===== src/rtl/hex7seg_scan.sv =====
// Time-multiplexed hex 7-segment driver: shadow/display double buffer updated on frame
// boundaries, prescaled digit scan with a blank interval at the head of every slot.
module hex7seg_scan #(
    parameter int DIGITS        = 4,
    parameter int DIV_WIDTH     = 10,
    parameter int BLANK_CYCLES  = 4,
    parameter int EN_ACTIVE_LOW = 0
) (
    input  logic                  clk,
    input  logic                  rst_n,
    input  logic [4*DIGITS-1:0]   value,
    input  logic [DIGITS-1:0]     dots,
    input  logic                  load,
    input  logic                  inv,
    input  logic                  blank_lz,
    output logic [7:0]            segments,
    output logic [DIGITS-1:0]     digit_en,
    output logic                  frame
);

    localparam int                  IDX_W      = (DIGITS > 1) ? $clog2(DIGITS) : 1;
    localparam logic [DIV_WIDTH-1:0] DIV_ZERO   = {DIV_WIDTH{1'b0}};
    localparam logic [DIV_WIDTH-1:0] DIV_LAST   = {DIV_WIDTH{1'b1}};
    localparam logic [DIV_WIDTH-1:0] BLANK_LAST = DIV_WIDTH'(BLANK_CYCLES - 1);
    localparam logic [IDX_W-1:0]     IDX_ZERO   = {IDX_W{1'b0}};
    localparam logic [IDX_W-1:0]     IDX_LAST   = IDX_W'(DIGITS - 1);
    localparam logic [DIGITS-1:0]    EN_OFF     = {DIGITS{(EN_ACTIVE_LOW != 0)}};

    typedef enum logic {
        ST_BLANK = 1'b0,
        ST_SHOW  = 1'b1
    } state_t;

    function automatic logic [6:0] glyph(input logic [3:0] nib);
        case (nib)
            4'h0:    glyph = 7'h3F;
            4'h1:    glyph = 7'h06;
            4'h2:    glyph = 7'h5B;
            4'h3:    glyph = 7'h4F;
            4'h4:    glyph = 7'h66;
            4'h5:    glyph = 7'h6D;
            4'h6:    glyph = 7'h7D;
            4'h7:    glyph = 7'h07;
            4'h8:    glyph = 7'h7F;
            4'h9:    glyph = 7'h6F;
            4'hA:    glyph = 7'h77;
            4'hB:    glyph = 7'h7C;
            4'hC:    glyph = 7'h39;
            4'hD:    glyph = 7'h5E;
            4'hE:    glyph = 7'h79;
            4'hF:    glyph = 7'h71;
            default: glyph = 7'h00;
        endcase
    endfunction

    logic [4*DIGITS-1:0] shadow_value_r;
    logic [DIGITS-1:0]   shadow_dots_r;
    logic                pending_r;
    logic [4*DIGITS-1:0] disp_value_r;
    logic [DIGITS-1:0]   disp_dots_r;
    logic [DIV_WIDTH-1:0] div_cnt_r;
    logic [IDX_W-1:0]    idx_r;
    state_t              state_r;

    logic                slot_end_s;
    logic                boundary_s;
    logic [3:0]          cur_nib_s;
    logic                cur_dot_s;
    logic                upper_zero_s;
    logic                suppress_s;
    logic [DIGITS-1:0]   onehot_s;
    logic [7:0]          show_seg_s;

    assign slot_end_s = (div_cnt_r == DIV_LAST);
    assign boundary_s = slot_end_s && (idx_r == IDX_LAST);

    // Glyph and digit-select for the digit currently being scanned
    always_comb begin
        cur_nib_s    = disp_value_r[{idx_r, 2'b00} +: 4];
        cur_dot_s    = disp_dots_r[idx_r];
        upper_zero_s = 1'b1;
        onehot_s     = {DIGITS{1'b0}};
        for (int i = 0; i < DIGITS; i++) begin
            // only nibbles at or above the scanned digit decide suppression
            upper_zero_s = upper_zero_s &
                           ((IDX_W'(i) < idx_r) | (disp_value_r[4*i +: 4] == 4'h0));
            onehot_s[i]  = (IDX_W'(i) == idx_r);
        end
        suppress_s = blank_lz && upper_zero_s && (idx_r != IDX_ZERO);
        show_seg_s = {cur_dot_s, (suppress_s ? 7'h00 : glyph(cur_nib_s))} ^ {8{inv}};
    end

    // Shadow capture and frame-synchronous transfer into the display registers
    always_ff @(posedge clk or negedge rst_n) begin
        if (!rst_n) begin
            shadow_value_r <= {(4*DIGITS){1'b0}};
            shadow_dots_r  <= {DIGITS{1'b0}};
            pending_r      <= 1'b0;
            disp_value_r   <= {(4*DIGITS){1'b0}};
            disp_dots_r    <= {DIGITS{1'b0}};
        end else begin
            if (load) begin
                shadow_value_r <= value;
                shadow_dots_r  <= dots;
            end
            if (boundary_s) begin
                if (load) begin
                    disp_value_r <= value;
                    disp_dots_r  <= dots;
                    pending_r    <= 1'b0;
                end else if (pending_r) begin
                    disp_value_r <= shadow_value_r;
                    disp_dots_r  <= shadow_dots_r;
                    pending_r    <= 1'b0;
                end
            end else if (load) begin
                pending_r <= 1'b1;
            end
        end
    end

    // Slot FSM, prescaler, digit index and registered pin outputs
    always_ff @(posedge clk or negedge rst_n) begin
        if (!rst_n) begin
            div_cnt_r <= DIV_ZERO;
            idx_r     <= IDX_ZERO;
            state_r   <= ST_BLANK;
            segments  <= 8'h00;
            digit_en  <= EN_OFF;
            frame     <= 1'b0;
        end else begin
            div_cnt_r <= div_cnt_r + 1'b1;
            frame     <= (div_cnt_r == DIV_ZERO) && (idx_r == IDX_ZERO);
            if (slot_end_s) begin
                state_r <= ST_BLANK;
                idx_r   <= (idx_r == IDX_LAST) ? IDX_ZERO : idx_r + 1'b1;
            end else if (div_cnt_r == BLANK_LAST) begin
                state_r <= ST_SHOW;
            end
            case (state_r)
                ST_SHOW: begin
                    segments <= show_seg_s;
                    digit_en <= onehot_s ^ EN_OFF;
                end
                default: begin
                    segments <= {8{inv}};
                    digit_en <= EN_OFF;
                end
            endcase
        end
    end

endmodule


===== config.mk =====
export PLATFORM = sky130hd
export DESIGN_NAME = hex7seg_scan
export DESIGN_NICKNAME = d
export VERILOG_FILES = /design/src/rtl/hex7seg_scan.sv
export SDC_FILE = /design/constraint.sdc
export NUM_CORES = 1
export LEC_CHECK = 0
export ABC_CLOCK_PERIOD_IN_PS = 3000
export CELL_PAD_IN_SITES_DETAIL_PLACEMENT = 0
export CELL_PAD_IN_SITES_GLOBAL_PLACEMENT = 2
export CORE_MARGIN = 2
export CORE_UTILIZATION = 40
export DETAILED_ROUTE_END_ITERATION = 16
export PLACE_DENSITY_LB_ADDON = 0.1
export SLEW_MARGIN = 20
export SYNTH_ARGS = -nofsm -noshare
export SYNTH_HDL_FRONTEND = slang
export SYNTH_SLANG_ARGS = --single-unit

===== constraint.sdc =====
create_clock -name clk -period 3 [get_ports clk]
set_input_delay 0.6 -clock clk [delete_from_list [all_inputs] [get_ports clk]]
set_output_delay 0.6 -clock clk [all_outputs]
set_load 0.02 [all_outputs]

Word-level counts from Yosys, hierarchy flattened
Memory sizes are Yosys's and may differ from the RTL's.
Index checks and enable logic that the tools add are counted.
{"block": "totals", "regBits": 67, "latch_bits": 0, "ramBits": 0, "rom_bits": 112, "inputBits": 25, "out_inout_bits": 13, "wordCells": 63, "memories": 1}
{"block": "op_classes", "n_addsub": 2, "n_mul": 0, "div_mod_pow": 0, "order_cmp": 5, "n_eq_ne": 6, "shifts": 1, "n_mux": 14, "bitwise_logic": 8, "reduce_logical": 15}
{"memory": "(no name shown)", "words": 16, "word_bits": 7, "read_ports": 1, "rd_ports_with_merged_regs": 0, "wr": 0, "line_no": "35", "text": "case (nib)"}
{"operator": "2-to-1 mux 16 bit", "n": 2}
{"operator": "zero test 4 bit", "n": 4}
{"operator": "indexed part select 16 x 5 -> 4 bit", "n": 1}
{"operator": "2-to-1 mux 4 bit", "n": 3}
{"operator": "adder 10 x 1 -> 10 bit (second input constant)", "n": 1}
{"operator": "equality test 10 bit (second input constant)", "n": 1}
{"operator": "equality test 10 x 2 -> 1 bit (second input constant)", "n": 1}
{"operator": "zero test 10 bit", "n": 1}
{"operator": "2-to-1 mux 8 bit", "n": 1}
{"operator": "nonzero test 2 bit", "n": 4}
{"operator": "bitwise XOR 8 bit", "n": 1}
{"operator": "2-to-1 mux 7 bit", "n": 1}
{"operator": "2-to-1 mux 1 bit", "n": 5}
{"operator": "equality test 2 bit (first input constant)", "n": 2}
{"operator": "logical AND 1 bit", "n": 4}
{"operator": "less-than comparator 1 x 2 -> 1 bit (first input constant)", "n": 2}
{"operator": "less-than comparator 2 bit (first input constant)", "n": 2}
{"operator": "bitwise OR 1 bit", "n": 4}
{"operator": "AND 1 bit", "n": 3}
{"operator": "less-than comparator 2 x 3 -> 1 bit (second input constant)", "n": 1}
{"operator": "adder 2 x 1 -> 2 bit (second input constant)", "n": 1}
{"operator": "binary-select mux 1 bit (select 2 bit)", "n": 1}
{"operator": "equality test 1 x 2 -> 1 bit (first input constant)", "n": 1}
{"operator": "equality test 2 bit (second input constant)", "n": 1}
{"operator": "other kinds (3)", "n": 3}

Logic depth before layout (Yosys ltp)
Gate-level depths: netlist (run 1).
{"block": "depth", "depth_word": 10, "depth_mapped": 8, "mapped_depth_nobuf": 7}

Least setup slack after synthesis (run 1)
OpenSTA, ideal clock, no wires.
{"block": "synth_path", "kind": "flip-flop to flip-flop", "start": "register idx_r[0]", "end": "register segments[5]", "setup_ns": 0.081, "arrival_ns": 1.991, "required_ns": 2.919, "path_slack_ns": 0.928, "stages_incl_launch_ff": 7, "path_buffers": 1, "synth_period_minus_slack_ns": 2.072, "path_cell_list": "dfrtp_1 buf_6 mux4_2 ha_1 mux2_2 a211oi_1 xor2_1"}
{"block": "synth_between", "elab_chain_len": 10, "word_cells_on_any_way": 19, "cone_classes": "order compare (4); shift (1); mux (2); bitwise (8); reduce/logical (3); memory (1)"}
{"item": "start: declaration", "line_no": "62", "text": "logic [IDX_W-1:0] idx_r;"}
{"item": "start signal: assignment", "line_no": "136", "text": "idx_r <= (idx_r == IDX_LAST) ? IDX_ZERO : idx_r + 1'b1;"}
{"item": "parallel branches: the longest is 7 deep, another holds memory read (16 x 7 bit)"}
{"item": "2-to-1 mux 7 bit (*)", "line_no": "90", "text": "show_seg_s = {cur_dot_s, (suppress_s ? 7'h00 : glyph(cur_nib_s))} ^ {8{inv}};"}
{"item": "bitwise XOR 8 bit (*)", "line_no": "90"}
{"item": "2-to-1 mux 8 bit (*)", "line_no": "140", "text": "case (state_r)"}
{"item": "end signal: assignment", "line_no": "142", "text": "segments <= show_seg_s;"}
{"item": "end signal: assignment", "line_no": "146", "text": "segments <= {8{inv}};"}
{"item": "end: declaration", "line_no": "16", "text": "output logic [7:0] segments,"}
Every way passes the cells marked *.
A chain may end at the register's enable or synchronous reset.

Final worst setup path (run 1)
{"block": "layout_path", "start": "register idx_r[0]", "end": "register segments[4]"}
The elaborated chain is that of the path after synthesis.

==> results.yml, run 1 <==
synth:
  synth_top_flop_cell: "dfrtp_1"
  synth_common_cells: "dfrtp_1, mux2_2, mux2_4, ha_1, xnor2_1"
  yosysSeqAreaShare_pct: 54.08
  syn_inst: 217
  yosysWarnings: 0
  synth.most_common_cell: "dfrtp_1"
  ys_top_cells_by_area: "dfrtp_1, mux2_4, mux2_2, ha_1, mux4_2"
  synth.distinct_cells: 40
  yosys.area.top_type: "dfrtp_1"
  ys_ff_latch: 67
  async_flop_share_pct: 100.0
  synth-edff-count: 0
  syn_area_um2: 3100
  syn_nets: 254
  postSynthAreaPerCell_um2: 14.29
  synth_top_area_share_pct: 54.08
critical_path:
  path_class: "register to register"
  cp_max_fo: 11
  required_ns: 3.26
  critPathLaunchType: "register"
  cp_data_arrival_time_ns: 2.62
  endpoint_kind: "register"
die:
  coreArea_um2: 7607
  pin_count: 38
  start_util_pct: 40.76
  die_w_um: 92.04
  rows: 32
  design.die.area_um2: 8471
  fp.dieH_um: 92.04
timing:
  max_freq_mhz: 423.7
  hold_violations: 0
  drv_slew: 0
  setup_violations: 0
  worst_pin_slew_ns: 0.6408
  tns_ns: 0
  period_share_pct: 78.67
  slew_headroom_pct: 57.28
  post-route-min-period_ns: 2.360
  grt_setup_unrepaired: "false"
  skew_ns: 0.01195
detailed_routing:
  drcViolationCount: 0
  drt-total-wl_um: 5387
  wl_per_cell_um: 14.72
  drtAntennaViolNets: 0
  firstDrtPassIters: 4
  vias: 1741
  drtIter0Drc: 45
  vias_per_cell: 4.757
grt:
  overflow: 0
  grt_start_max_net_pins: 42
  grt_pass1_vias: 1856
  grt_antenna_before_repair: 0
  grt_first_pass_wirelength_um: 9404
  grt_use_total_pct: 14.52
finish:
  seq_area_um2: 1677
  nFillCells: 684
  stdcell_count: 366
  finalNetCount: 296
  diodes: 0
  multiInputGateArea_um2: 1336
  syn_to_final_growth_pct: 22.44
  utilization_pct: 49.90
  drive_gt1_share_pct: 28.03
power_and_ir_drop:
  p_leak_nw: 1.730
  finalPower_mw: 2.016
  power_density_nw_per_um2: 531.1
  ir_worst_vdd_mv: 0.2593
outcome:
  status: "finished, final reports clean"
placed_design:
  gp_congestion: 0.7780
  place_inst: 350
  port_buffers: 37
  dpl.hpwl_um: 3820
clocking:
  path_clk_slew_ns: 0.07
  numCtsBuffers: 9
  worstSkewPairLatency_ns: 0.34
  h-tree-depth: 3
  cts_sinks: 67
  cts_tree: "done"
  post_cts_buffers: 0
  cts_hold_buf: 0
  cts_buffer_depth: 2
  clock-root-buffer: "clkbuf_8"
  cts_resized: 0
hold_path:
  hold_class: "primary input to async pin"
run:
  cap_violations: 0
## power breakdown
| part | internal (mW) | switching, mW | total (mW) |
|---|---|---|---|
| clock | 0.492 | 0.361 | 0.853 |
| sequential | 0.951 | 0.0175 | 0.969 |
| combinational | 0.109 | 0.0849 | 0.194 |
## cell type report
class,count,area share [%]
sequential,67,44.17
multi-input combinational,133,35.20
timing repair buffer,40,10.55
clock buffer,10,3.626
tap,102,3.362
clock inverter,6,2.307
inverter,8,0.7910
## per-stage QoR
step	worst slack, ns	instance area [um^2]	hold slack, ns
2_1_floorplan	0.9282	3100	0.3044
3_3_place_gp	0.6507	3571	0.4742
3_5_place_dp	0.6344	3571	0.4889
4_1_cts	0.6095	3796	0.2803
5_1_grt	0.4451	3796	0.3016
6_report	0.6398	3796	0.2733
## cell families (layout without fill, tap and decap cells)
| group | count (synthesis) | count (layout) | share of synthesized area (%) |
|---|---|---|---|
| and+or+nand+nor | 43 | 43 | 8.354 |
| buffers and inverters | 17 | 64 | 2.824 |
| DFF | 67 | 67 | 54.08 |
| AOI/OAI and AO/OA | 13 | 13 | 3.389 |
| muxes | 49 | 49 | 21.99 |
| xor gates and xnor gates | 16 | 16 | 4.520 |
| adders and majority gates | 12 | 12 | 4.842 |
## critical path: stages, from the launching register on
cell and delay, ns:
dfrtp_1 0.65, mux4_2 0.62, inv_1 0.16, ha_1 0.23, nor2b_1 0.14, nor3_1 0.05, a211oi_1 0.26, xor2_1 0.17
## worst paths after layout
| path | startpoint | cells after the start | slack [ns] | endpoint |
|---|---|---|---|---|
| setup / recovery | idx_r[0] | 7 | 0.64 | segments[4] |
| hold / removal | rst_n | 1 | 0.27 | segments[0] |
| setup reg to reg | idx_r[0] | 7 | 0.64 | segments[4] |
| hold reg to reg | pending_r | 2 | 0.50 | pending_r |
| max in group asynchronous | rst_n | 2 | 2.10 | state_r |
| min in group clk | pending_r | 2 | 0.50 | pending_r |
## state kept, by name, summed over array words and instances (netlist names)
name / count
digit_en: 4
shadow_value_r: 16
segments: 8
disp_dots_r: 4
pending_r: 1
idx_r: 2
state_r: 1
disp_value_r: 16
shadow_dots_r: 4
frame: 1
div_cnt_r: 10
## routing by layer
metal  GRT usage [%]  wire length (um)  part of all wire (%)
met2           20.34              2317                    43
met4           5.597                88                   1.6
met3           4.848               215                   4.0
met1           20.81              2765                    51
met5               0                 0                     0
## placed cells by master, fill, tap and decap left out, types with 2 or more instances in the layout
master and n:
mux4_2 5, and4_1 2, bufinv_16 2, dfrtp_1 67
a211oi_1 3, mux2_4 20, mux2_2 23, nor2_1 8
nand3_1 3, nor3_1 2, nor4_1 5, ha_1 12
and2_1 4, inv_1 8, nor2b_1 3, buf_4 2
xnor2_1 9, clkdlybuf4s50_1 36, nand4_1 2, nand2_1 7
clkbuf_8 10, clkinv_2 2, xor2_1 7
Power figures use the tool's default switching activity.
==> inputs of run 2 (changes only) <==
--- a/config.mk
+++ b/config.mk
@@ -5,11 +5,11 @@
 export SDC_FILE = /design/constraint.sdc
 export NUM_CORES = 1
 export LEC_CHECK = 0
-export ABC_CLOCK_PERIOD_IN_PS = 3000
+export ABC_CLOCK_PERIOD_IN_PS = 2200
 export CELL_PAD_IN_SITES_DETAIL_PLACEMENT = 0
 export CELL_PAD_IN_SITES_GLOBAL_PLACEMENT = 2
 export CORE_MARGIN = 2
-export CORE_UTILIZATION = 40
+export CORE_UTILIZATION = 39
 export DETAILED_ROUTE_END_ITERATION = 16
 export PLACE_DENSITY_LB_ADDON = 0.1
 export SLEW_MARGIN = 20
==> constraint.sdc (replaced) <==
create_clock -name clk -period 2.2 [get_ports clk]
set_input_delay 0.44 -clock clk [delete_from_list [all_inputs] [get_ports clk]]
set_output_delay 0.44 -clock clk [all_outputs]
set_load 0.02 [all_outputs]
==> run 2 against run 1 <==
Against the previous run: combinational power rose by 42%; global-route usage rose by 0.28 points; final cell count rose by 2.5%; largest power group unchanged.
==> results.yml, run 2 (same netlist as run 1, synthesis figures left out) <==
timing:
  drv_slew: 0
  setup_violations: 0
  skew_ns: 0.005895
  slew_headroom_pct: 68.35
  period_share_pct: 93.20
  grt_setup_unrepaired: "false"
  max_freq_mhz: 487.7
  tns_ns: 0
  worst_pin_slew_ns: 0.4733
  hold_violations: 0
  post-route-min-period_ns: 2.050
  layout_setup_ws_ns: 0.1496
detailed_routing:
  firstDrtPassIters: 4
  wl_per_cell_um: 15.38
  drtAntennaViolNets: 0
  vias: 1840
  drt-total-wl_um: 5767
  vias_per_cell: 4.907
  drcViolationCount: 0
  drtIter0Drc: 58
clocking:
  cts_tree: "done"
  post_cts_buffers: 0
  h-tree-depth: 3
  cts_sinks: 67
  cts_hold_buf: 0
  numCtsBuffers: 9
  path_clk_slew_ns: 0.07
  clock-root-buffer: "clkbuf_8"
  cts_resized: 0
  worstSkewPairLatency_ns: 0.33
  cts_buffer_depth: 2
power_and_ir_drop:
  power_density_nw_per_um2: 643.7
  finalPower_mw: 2.460
  p_leak_nw: 1.742
  ir_worst_vdd_mv: 0.3191
die:
  pin_count: 38
  die_w_um: 93.16
  fp.dieH_um: 93.16
  rows: 32
  design.die.area_um2: 8679
  coreArea_um2: 7727
  start_util_pct: 40.12
critical_path:
  cp.buffers_inverters: 0
  cp_max_fo: 5
  crit_slowest_cell: "mux4_2"
  worstPathCellList: "mux4_2, ha_1, mux2_2, a211oi_1, xor2_1"
  critical-path-max-stage-delay_ns: 0.56
  cp_data_arrival_time_ns: 2.30
  required_ns: 2.45
  path_delay_family: "multiplexers"
  path_class: "register to register"
  critPathLaunchType: "register"
  endpoint_kind: "register"
placed_design:
  port_buffers: 37
  gp_congestion: 0.7745
  dpl.hpwl_um: 3901
  placed_cell_area_um2: 3646
  dp_slack_ns: 0.1274
grt:
  grt_use_total_pct: 14.80
  grt_antenna_before_repair: 0
  grt_pass1_vias: 1919
  overflow: 0
  grt_start_max_net_pins: 68
  grt_first_pass_wirelength_um: 9722
finish:
  drive_gt1_share_pct: 30.77
  finalNetCount: 306
  syn_to_final_growth_pct: 23.24
  finish.instance_area_um2: 3821
  layout.cells.most_common: "dfrtp_1"
  diodes: 0
  final_cell_mix: "dfrtp_1, clkdlybuf4s50_1, mux2_2"
  seq_area_um2: 1679
  nFillCells: 717
  reg_top3: "disp_value_r x16, shadow_value_r x16, div_cnt_r x10"
  multiInputGateArea_um2: 1348
run:
  cap_violations: 0
hold_path:
  hold_class: "primary input to async pin"
outcome:
  status: "finished, final reports clean"
## run 2: cell types whose count changed in the layout (fill, tap and decap cells not counted), sizes merged
cell,before,now
buf,4,14
clkbuf,10,13
bufinv,2,0
clkinv,3,1
clkinvlp,0,1
inv,9,8
## run 2: area by class of cell
cell class                      count  share of cell area, %
Clock inverter                      2                 0.3274
Inverter                            8                 0.7859
Timing Repair Buffer               50                  12.44
Tap cell                          102                  3.340
Sequential cell                    67                  43.94
Clock buffer                       13                  3.897
Multi-Input combinational cell    133                  35.27
## run 2: per-stage QoR
step	hold slack [ns]	utilization [%]	std cells
5_1_grt	0.1259	49.45	375
3_5_place_dp	0.4886	47.18	360
3_3_place_gp	0.4851	47.18	360
6_report	0.1012	49.45	375
2_1_floorplan	0.1444	-	217
4_1_cts	0.1276	49.27	375
## run 2: per-layer routing
metal  vias to the layer above  routed length, um  track usage (%)
met3                         4                195            5.318
met1                       942               2607            19.35
met2                        26               2915            23.91
met4                         0                 48            2.941
li1                        868                  -                -
met5                         -                  0                0
## run 2: worst paths after layout
check / start / end / slack, ns / depth (start not counted)
min: rst_n / shadow_value_r[5] / 0.10 / 2
max in group asynchronous: rst_n / idx_r[0] / 1.77 / 2
min in group clk: shadow_value_r[3] / shadow_value_r[3] / 0.50 / 1
max reg2reg: idx_r[0] / segments[5] / 0.15 / 5
min reg2reg: shadow_value_r[3] / shadow_value_r[3] / 0.50 / 1
max: idx_r[0] / segments[5] / 0.15 / 5
## run 2: where the power goes
| part | switching, mW | internal (mW) | total (mW) |
|---|---|---|---|
| clock | 0.430 | 0.433 | 0.863 |
| combinational | 0.122 | 0.153 | 0.275 |
| sequential | 0.0237 | 1.30 | 1.32 |
| total | 0.575 | 1.88 | 2.46 |
